### config.mk
export PLATFORM = sky130hd
export DESIGN_NAME = pc_gen_ras
export DESIGN_NICKNAME = d
export VERILOG_FILES = /design/src/rtl/pc_gen_ras.sv
export SDC_FILE = /design/constraint.sdc
export NUM_CORES = 1
export LEC_CHECK = 0
export CAP_MARGIN = 10
export CORE_MARGIN = 4
export CORE_UTILIZATION = 55
export CTS_CLUSTER_DIAMETER = 50
export CTS_CLUSTER_SIZE = 30
export DETAILED_ROUTE_END_ITERATION = 8
export MAX_ROUTING_LAYER = met4
export PLACE_DENSITY = 0.74
export SYNTH_ARGS = -nofsm -noshare
export SYNTH_HDL_FRONTEND = slang
export SYNTH_SLANG_ARGS = --single-unit
export TNS_END_PERCENT = 20
### constraint.sdc
create_clock -name Clk -period 7.79 [get_ports Clk]
set_input_delay 1.558 -clock Clk [delete_from_list [all_inputs] [get_ports Clk]]
set_output_delay 1.558 -clock Clk [all_outputs]
set_load 0.01 [all_outputs]
### src/rtl/pc_gen_ras.sv
// Fetch-stage PC generator: sequential, branch, jump, call and return with a circular return-address stack.
// Optional target alignment check is enabled by defining PC_ALIGN_CHK_EN.
module pc_gen_ras #(
    parameter int                 ADDR_W    = 32,
    parameter logic [ADDR_W-1:0]  RESET_VEC = ADDR_W'(32'h0000_3000),
    parameter int                 RAS_DEPTH = 4
) (
    input  logic              Clk,
    input  logic              PcReSetN,
    input  logic              PcHold,
    input  logic [2:0]        PcSel,
    input  logic [ADDR_W-1:0] Address,
    output logic [ADDR_W-1:0] PC,
    output logic [ADDR_W-1:0] PcPlus4,
    output logic              RasEmpty,
    output logic              RasFull,
    output logic              RasUnderflow,
    output logic              Misalign
);

    localparam int PTR_W = $clog2(RAS_DEPTH);
    localparam int CNT_W = PTR_W + 1;

    typedef enum logic [2:0] {
        SEL_SEQ    = 3'b000,
        SEL_BRANCH = 3'b001,
        SEL_JUMP   = 3'b010,
        SEL_CALL   = 3'b011,
        SEL_RET    = 3'b100
    } sel_e;

    sel_e              sel;
    logic [ADDR_W-1:0] pc_q, pc_d;
    logic [PTR_W-1:0]  top_q, top_d;
    logic [CNT_W-1:0]  cnt_q, cnt_d;
    logic              underflow_q, underflow_d;
    logic              misalign_d;
    logic              push;
    logic              tgt_ok;
    logic              ras_full;
    logic              ras_empty;
    logic [ADDR_W-1:0] abs_tgt;
    logic [ADDR_W-1:0] branch_tgt;
    logic [ADDR_W-1:0] ras_q [RAS_DEPTH];

    assign sel        = sel_e'(PcSel);
    assign PcPlus4    = pc_q + ADDR_W'(4);
    assign abs_tgt    = {Address[ADDR_W-1:2], 2'b00};
    // The shift drops the top two offset bits; the add wraps naturally at ADDR_W.
    assign branch_tgt = pc_q + {Address[ADDR_W-3:0], 2'b00};
    assign ras_full   = (cnt_q == CNT_W'(RAS_DEPTH));
    assign ras_empty  = (cnt_q == '0);

`ifdef PC_ALIGN_CHK_EN
    logic misalign_q;
    assign tgt_ok   = (Address[1:0] == 2'b00);
    assign Misalign = misalign_q;
`else
    logic unused_align;
    assign tgt_ok       = 1'b1;
    assign unused_align = misalign_d;
    assign Misalign     = 1'b0;
`endif

    // NOTE: every variable driven here gets a default first, so no path leaves it unassigned and no latch is inferred.
    always_comb begin
        pc_d        = pc_q;
        top_d       = top_q;
        cnt_d       = cnt_q;
        push        = 1'b0;
        underflow_d = 1'b0;
        misalign_d  = 1'b0;
        if (!PcHold) begin
            unique case (sel)
                SEL_BRANCH: pc_d = branch_tgt;
                SEL_JUMP: begin
                    if (tgt_ok) begin
                        pc_d = abs_tgt;
                    end else begin
                        pc_d       = PcPlus4;
                        misalign_d = 1'b1;
                    end
                end
                SEL_CALL: begin
                    if (tgt_ok) begin
                        pc_d  = abs_tgt;
                        push  = 1'b1;
                        top_d = top_q + PTR_W'(1);
                        // A full stack overwrites its oldest entry in place of growing.
                        if (!ras_full) begin
                            cnt_d = cnt_q + CNT_W'(1);
                        end
                    end else begin
                        pc_d       = PcPlus4;
                        misalign_d = 1'b1;
                    end
                end
                SEL_RET: begin
                    if (!ras_empty) begin
                        pc_d  = ras_q[top_q];
                        top_d = top_q - PTR_W'(1);
                        cnt_d = cnt_q - CNT_W'(1);
                    end else begin
                        pc_d        = PcPlus4;
                        underflow_d = 1'b1;
                    end
                end
                default: pc_d = PcPlus4;
            endcase
        end
    end

    // NOTE: clocked state uses non-blocking assignments so all registers update from the same pre-edge values.
    always_ff @(posedge Clk or negedge PcReSetN) begin
        if (!PcReSetN) begin
            pc_q        <= RESET_VEC;
            top_q       <= '0;
            cnt_q       <= '0;
            underflow_q <= 1'b0;
        end else begin
            pc_q        <= pc_d;
            top_q       <= top_d;
            cnt_q       <= cnt_d;
            underflow_q <= underflow_d;
        end
    end

`ifdef PC_ALIGN_CHK_EN
    always_ff @(posedge Clk or negedge PcReSetN) begin
        if (!PcReSetN) begin
            misalign_q <= 1'b0;
        end else begin
            misalign_q <= misalign_d;
        end
    end
`endif

    // NOTE: stack storage has no reset; a zero count makes its contents unreachable, so clearing it would only cost area.
    always_ff @(posedge Clk) begin
        if (push) begin
            ras_q[top_d] <= PcPlus4;
        end
    end

    assign PC           = pc_q;
    assign RasEmpty     = ras_empty;
    assign RasFull      = ras_full;
    assign RasUnderflow = underflow_q;

endmodule

==> flow_summary.toml, run 1 <==
[floorplan]
die_width_um = 137
io_pins = 106
dieArea_sq_um = 18900
rows = 47
core_sq_um = 16500
start_util_pct = 55.9
die_y_um = 137

[timing]
fin_crit_sh_pct = 66.3
holdWs_ns = 0.524
grt_setup_unrepaired = "no"
relSlewSlack_pct = 26.1
final-hold-violation-count = 0
finClkSkew_ns = 0.0106
finalWorstSetupSlack_ns = 2.63
finalSetupViolCount = 0
fmax_mhz = 194
post-route-min-period_ns = 5.16
slew_violations = 0
tightest_slew_ns = 1.11
fin_setup_tns_ns = 0

[placement]
dpl.hpwl_um = 16500
portBuffers = 104
dpl_worst_slack_ns = 2.76
gp_congestion = 0.948
dp.cells = 1037

[clock_network]
hold_buffers = 0
cts_tree = "built"
clk_latency_ns = 0.43
cts-resized-gates = 0
htreeDepth = 4
clock_sinks = 166
numCtsBuffers = 17
cts-root-buf = "clkbuf_16"
cts.path.max_buffers = 2
path_clk_slew_ns = 0.06
cts_setup_buffers = 0

[critical_path]
end_kind = "output pin"
required_ns = 6.23
critPathKind = "reg -> out"
crit_path_start_kind = "register"
cp.arrival_ns = 3.61
path_max_fanout = 7

[yosys]
synth.top_cells.by_area = "edfxtp_1 42%, dfrtp_1 9.8%, mux4_2 7.8%"
synth_edf_count = 128
ys_async_sr_fraction_pct = 22.9
synth_top_area_share_pct = 41.8
syn_area_per_cell_sq_um = 12.4
ys_warn_count = 0
synth_area_sq_um = 9200
synth_nets = 811
ys_types = 77
synth_cells = 741
ys_seq_elements = 166
ys.flop_type = "edfxtp_1"
synth_top_area_cell = "edfxtp_1"
yosysSeqAreaShare_pct = 52.2

[global_routing]
gr-total-overflow = 0
grt_pass1_vias = 6909
grt_use_total_pct = 27.2
antenna_found_initial = 0
grt_start_max_net_pins = 64
grt_pass1_wl_um = 37500

[final_layout]
final_common_cell = "edfxtp_1"
antenna_cells = 0
area_growth_pct = 19.6
layout.cells.non_filler = 1069
most-common-layout-cells = "128 x edfxtp_1, 102 x clkdlybuf4s50_1, 62 x a21oi_1"
nets = 906
drive_above_1_share_pct = 12.4

[drt]
drt-total-wl_um = 23900
drc = 0
vias = 6868
drtAntennaViolNets = 0
dr.pass1.iters = 5
drt-initial-drc-count = 488
wl_per_cell_um = 22.4
via_per_inst = 6.42

[status]
status = "finished clean"

[power]
ir_drop_mv = 0.252
power_density_nw_per_um2 = 310
p_leak_uw = 0.00398
p_total_uw = 3410

[hold_path]
hp-class = "reg -> reg"

[run]
max-cap-violations = 0
==> per-layer routing <==
metal | global-route usage [%] | up-vias | wire [um]
li1 | - | 3093 | -
met1 | 35.1 | 3410 | 9890
met2 | 43.5 | 311 | 11800
met3 | 4.46 | 54 | 1540
met4 | 10.5 | 0 | 660
met5 | - | - | 0
==> flip-flops by register name, summed over array words and instances, names as in the netlist <==
signal / cells
PC: 32
RasUnderflow: 1
cnt_q: 3
ras_q: 128
top_q: 2
==> power breakdown <==
group          switching, uW  total, uW  internal [uW]
combinational            718       1340            624
clock                    373        863            490
sequential               110       1210           1100
==> logic make-up after synthesis <==
group | count (synthesis) | share of synthesized area [%]
compound gates | 201 | 15.5
xor+xnor | 56 | 5.33
fa+ha+maj | 32 | 4.52
buf+inv | 72 | 3.69
flops | 166 | 52.2
mux | 35 | 8.16
other cells | 1 | 0.0408
simple gates | 178 | 10.6
==> final timing paths <==
kind | start | end | slack (ns) | cells past startpoint
worst max register to register | cnt_q[2] | ras_q[3][24] | 4.58 | 8
worst max-delay path | PC[3] | PcPlus4[28] | 2.63 | 7
min in group asynchronous | PcReSetN | PC[28] | 1.27 | 1
worst min-delay path | cnt_q[2] | cnt_q[2] | 0.52 | 1
max in group asynchronous | PcReSetN | top_q[0] | 5.83 | 1
worst min register to register | cnt_q[2] | cnt_q[2] | 0.52 | 1
==> stage by stage <==
| step | cell area (sq um) | utilization [%] |
|---|---|---|
| 6_report | 11000 | 66.8 |
| 5_1_grt | 11000 | 66.8 |
| 4_1_cts | 11000 | 66.8 |
| 3_5_place_dp | 10400 | 63.1 |
| 3_3_place_gp | 10400 | 63.1 |
| 2_1_floorplan | 9200 | - |
==> cells in the mapped netlist (all sizes together) (16+ instances only) <==
master	instances
edfxtp	128
a21oi	63
nand2	43
xnor2	43
nor2	41
dfrtp	36
inv	33
mux4	32
ha	30
nand3	24
o21ai	24
a221oi	23
buf	22
a221o	17
clkbuf	16
==> layout make-up <==
type / count / area, sq um
fill: 1254 / 5470
sequential: 166 / 4800
multi-input combinational: 503 / 4080
timing repair buffer: 115 / 1110
clock buffer: 18 / 439
tap: 220 / 275
clock inverter: 14 / 166
inverter: 33 / 124
==> worst max-delay path, stage by stage, from the launching register on <==
cell             delay (ns)
dfrtp_1                0.49
ha_1                   0.30
nand3_2                0.23
or4_4                  0.53
nor4_4                 0.35
and3_2                 0.29
xor2_1                 0.35
clkdlybuf4s50_1        0.63
Note: power is estimated with default switching activity, not from simulation.
==> run 2, diff against run 1 <==
CORE_UTILIZATION = 51   (was 55)
PLACE_DENSITY = 0.73   (was 0.74)
clock period = 4.55 ns   (was 7.79 ns; I/O delays follow)
==> run 2 against run 1 <==
  * Global-route usage down 0.89 points
  * Clock skew shrank 0.0033 ns
  * Register-to-register slack worse by 3.1 ns
  * Flip-flop and latch count unchanged
  * Design area up 0.72%
  * Setup slack lost 2.5 ns
  * Critical path depth is the same
  * Sequential power is 76% higher
  * Power is 73% higher
  * Die area up 7.4%
  * Non-clock buffer count rose by 9
  * Critical path type unchanged
  * Critical endpoint unchanged
  * Highest routed layer unchanged
==> flow_summary.toml, run 2 (synthesis gave the netlist of run 1 again) <==
[drt]
wl_met2_um = 12100
vias = 7042
dr.pass1.iters = 5
wl_per_cell_um = 23.3
drc = 0
wl_met1_um = 10400
via_per_inst = 6.50
drt-initial-drc-count = 652
top_layer_used = "met4"
drt-total-wl_um = 25200
drtAntennaViolNets = 0
wl_met3_um = 2060

[critical_path]
required_ns = 3.64
end_kind = "output pin"
critPathKind = "reg -> out"
max_stage_delay_ns = 0.61
cp.arrival_ns = 3.47
slowest_stage = "clkdlybuf4s50_1"
path_cells = "ha_1, nand3_2, or4_4, nor4_4, and3_2, xor2_1, clkdlybuf4s50_1"
crit_path_start_kind = "register"
path_max_fanout = 7

[power]
power_density_nw_per_um2 = 533
p_leak_uw = 0.00403
p_total_uw = 5900
ir_drop_mv = 0.309

[floorplan]
die_width_um = 142
io_pins = 106
rows = 48
die_y_um = 142
core_sq_um = 17500
dieArea_sq_um = 20200
start_util_pct = 52.6

[global_routing]
grt_pass1_wl_um = 39600
antenna_found_initial = 0
grt_pass1_vias = 7024
grt_use_total_pct = 26.3
grt_start_max_net_pins = 39
gr-total-overflow = 0

[timing]
fin_crit_sh_pct = 96.2
tightest_slew_ns = 1.06
finClkSkew_ns = 0.00732
fmax_mhz = 229
fin_setup_tns_ns = 0
finalSetupViolCount = 0
post-route-min-period_ns = 4.38
finalWorstSetupSlack_ns = 0.175
relSlewSlack_pct = 29.1
grt_setup_unrepaired = "no"
final-hold-violation-count = 0
slew_violations = 0

[final_layout]
drive_above_1_share_pct = 13.2
largest_reg_flops = 128
final_common_cell = "edfxtp_1"
layout.cells.non_filler = 1083
antenna_cells = 0
area_growth_pct = 20.4
regMostFlops = "ras_q"
most-common-layout-cells = "128 x edfxtp_1, 102 x clkdlybuf4s50_1, 62 x a21oi_1"
nets = 915

[clock_network]
cts.path.max_buffers = 2
cts_setup_buffers = 0
clock_sinks = 166
clk_latency_ns = 0.44
numCtsBuffers = 17
cts-root-buf = "clkbuf_16"
path_clk_slew_ns = 0.07
hold_buffers = 0
htreeDepth = 4
cts-resized-gates = 0
cts_tree = "built"

[placement]
portBuffers = 104
dpl.hpwl_um = 17400
dp.cells = 1051
gp_congestion = 0.956
dpl_worst_slack_ns = 0.646

[status]
status = "finished clean"

[hold_path]
hp-class = "reg -> reg"

[run]
max-cap-violations = 0
[run 2: per-stage QoR]
stage               instance area, sq um  utilization (%)  hold WS, ns
floorplan                           9200                -        0.460
global placement                   10500             59.9        0.475
detailed placement                 10500             59.9        0.504
CTS                                11100             63.4        0.513
global route                       11100             63.4        0.532
finish                             11100             63.4        0.518
[run 2: layout make-up]
class	instances	area, sq um
Clock buffer	17	425
Clock inverter	15	176
Fill cell	1304	6400
Inverter	33	124
Multi-Input combinational cell	503	4090
Sequential cell	166	4800
Tap cell	225	282
Timing Repair Buffer	124	1180
[run 2: layer usage]
metal	GRT usage, %	up-vias
li1	-	3112
met1	35.3	3514
met2	40.9	370
met3	5.17	46
met4	7.98	0
met5	-	-
[run 2: critical path, delay by kind of cell (launching register included)]
family,cells,cell delay [ns]
fa+ha+maj,1,0.30
xor+xnor,1,0.32
buf+inv,1,0.61
simple gates,4,1.31
flops,1,0.49
[run 2: path summary, 6_finish.rpt]
path | slack, ns | startpoint | to | cells past startpoint
min in group asynchronous | 0.67 | PcReSetN | cnt_q[1] | 1
min | 0.52 | cnt_q[2] | cnt_q[2] | 1
max | 0.17 | PC[3] | PcPlus4[28] | 7
max in group asynchronous | 3.17 | PcReSetN | top_q[0] | 1
max reg2reg | 1.47 | PC[2] | PC[20] | 10
min reg2reg | 0.52 | cnt_q[2] | cnt_q[2] | 1
[run 2: power breakdown]
part | internal (uW) | switching [uW] | total (uW)
sequential | 1870 | 258 | 2130
clock | 866 | 625 | 1490
combinational | 1080 | 1200 | 2280
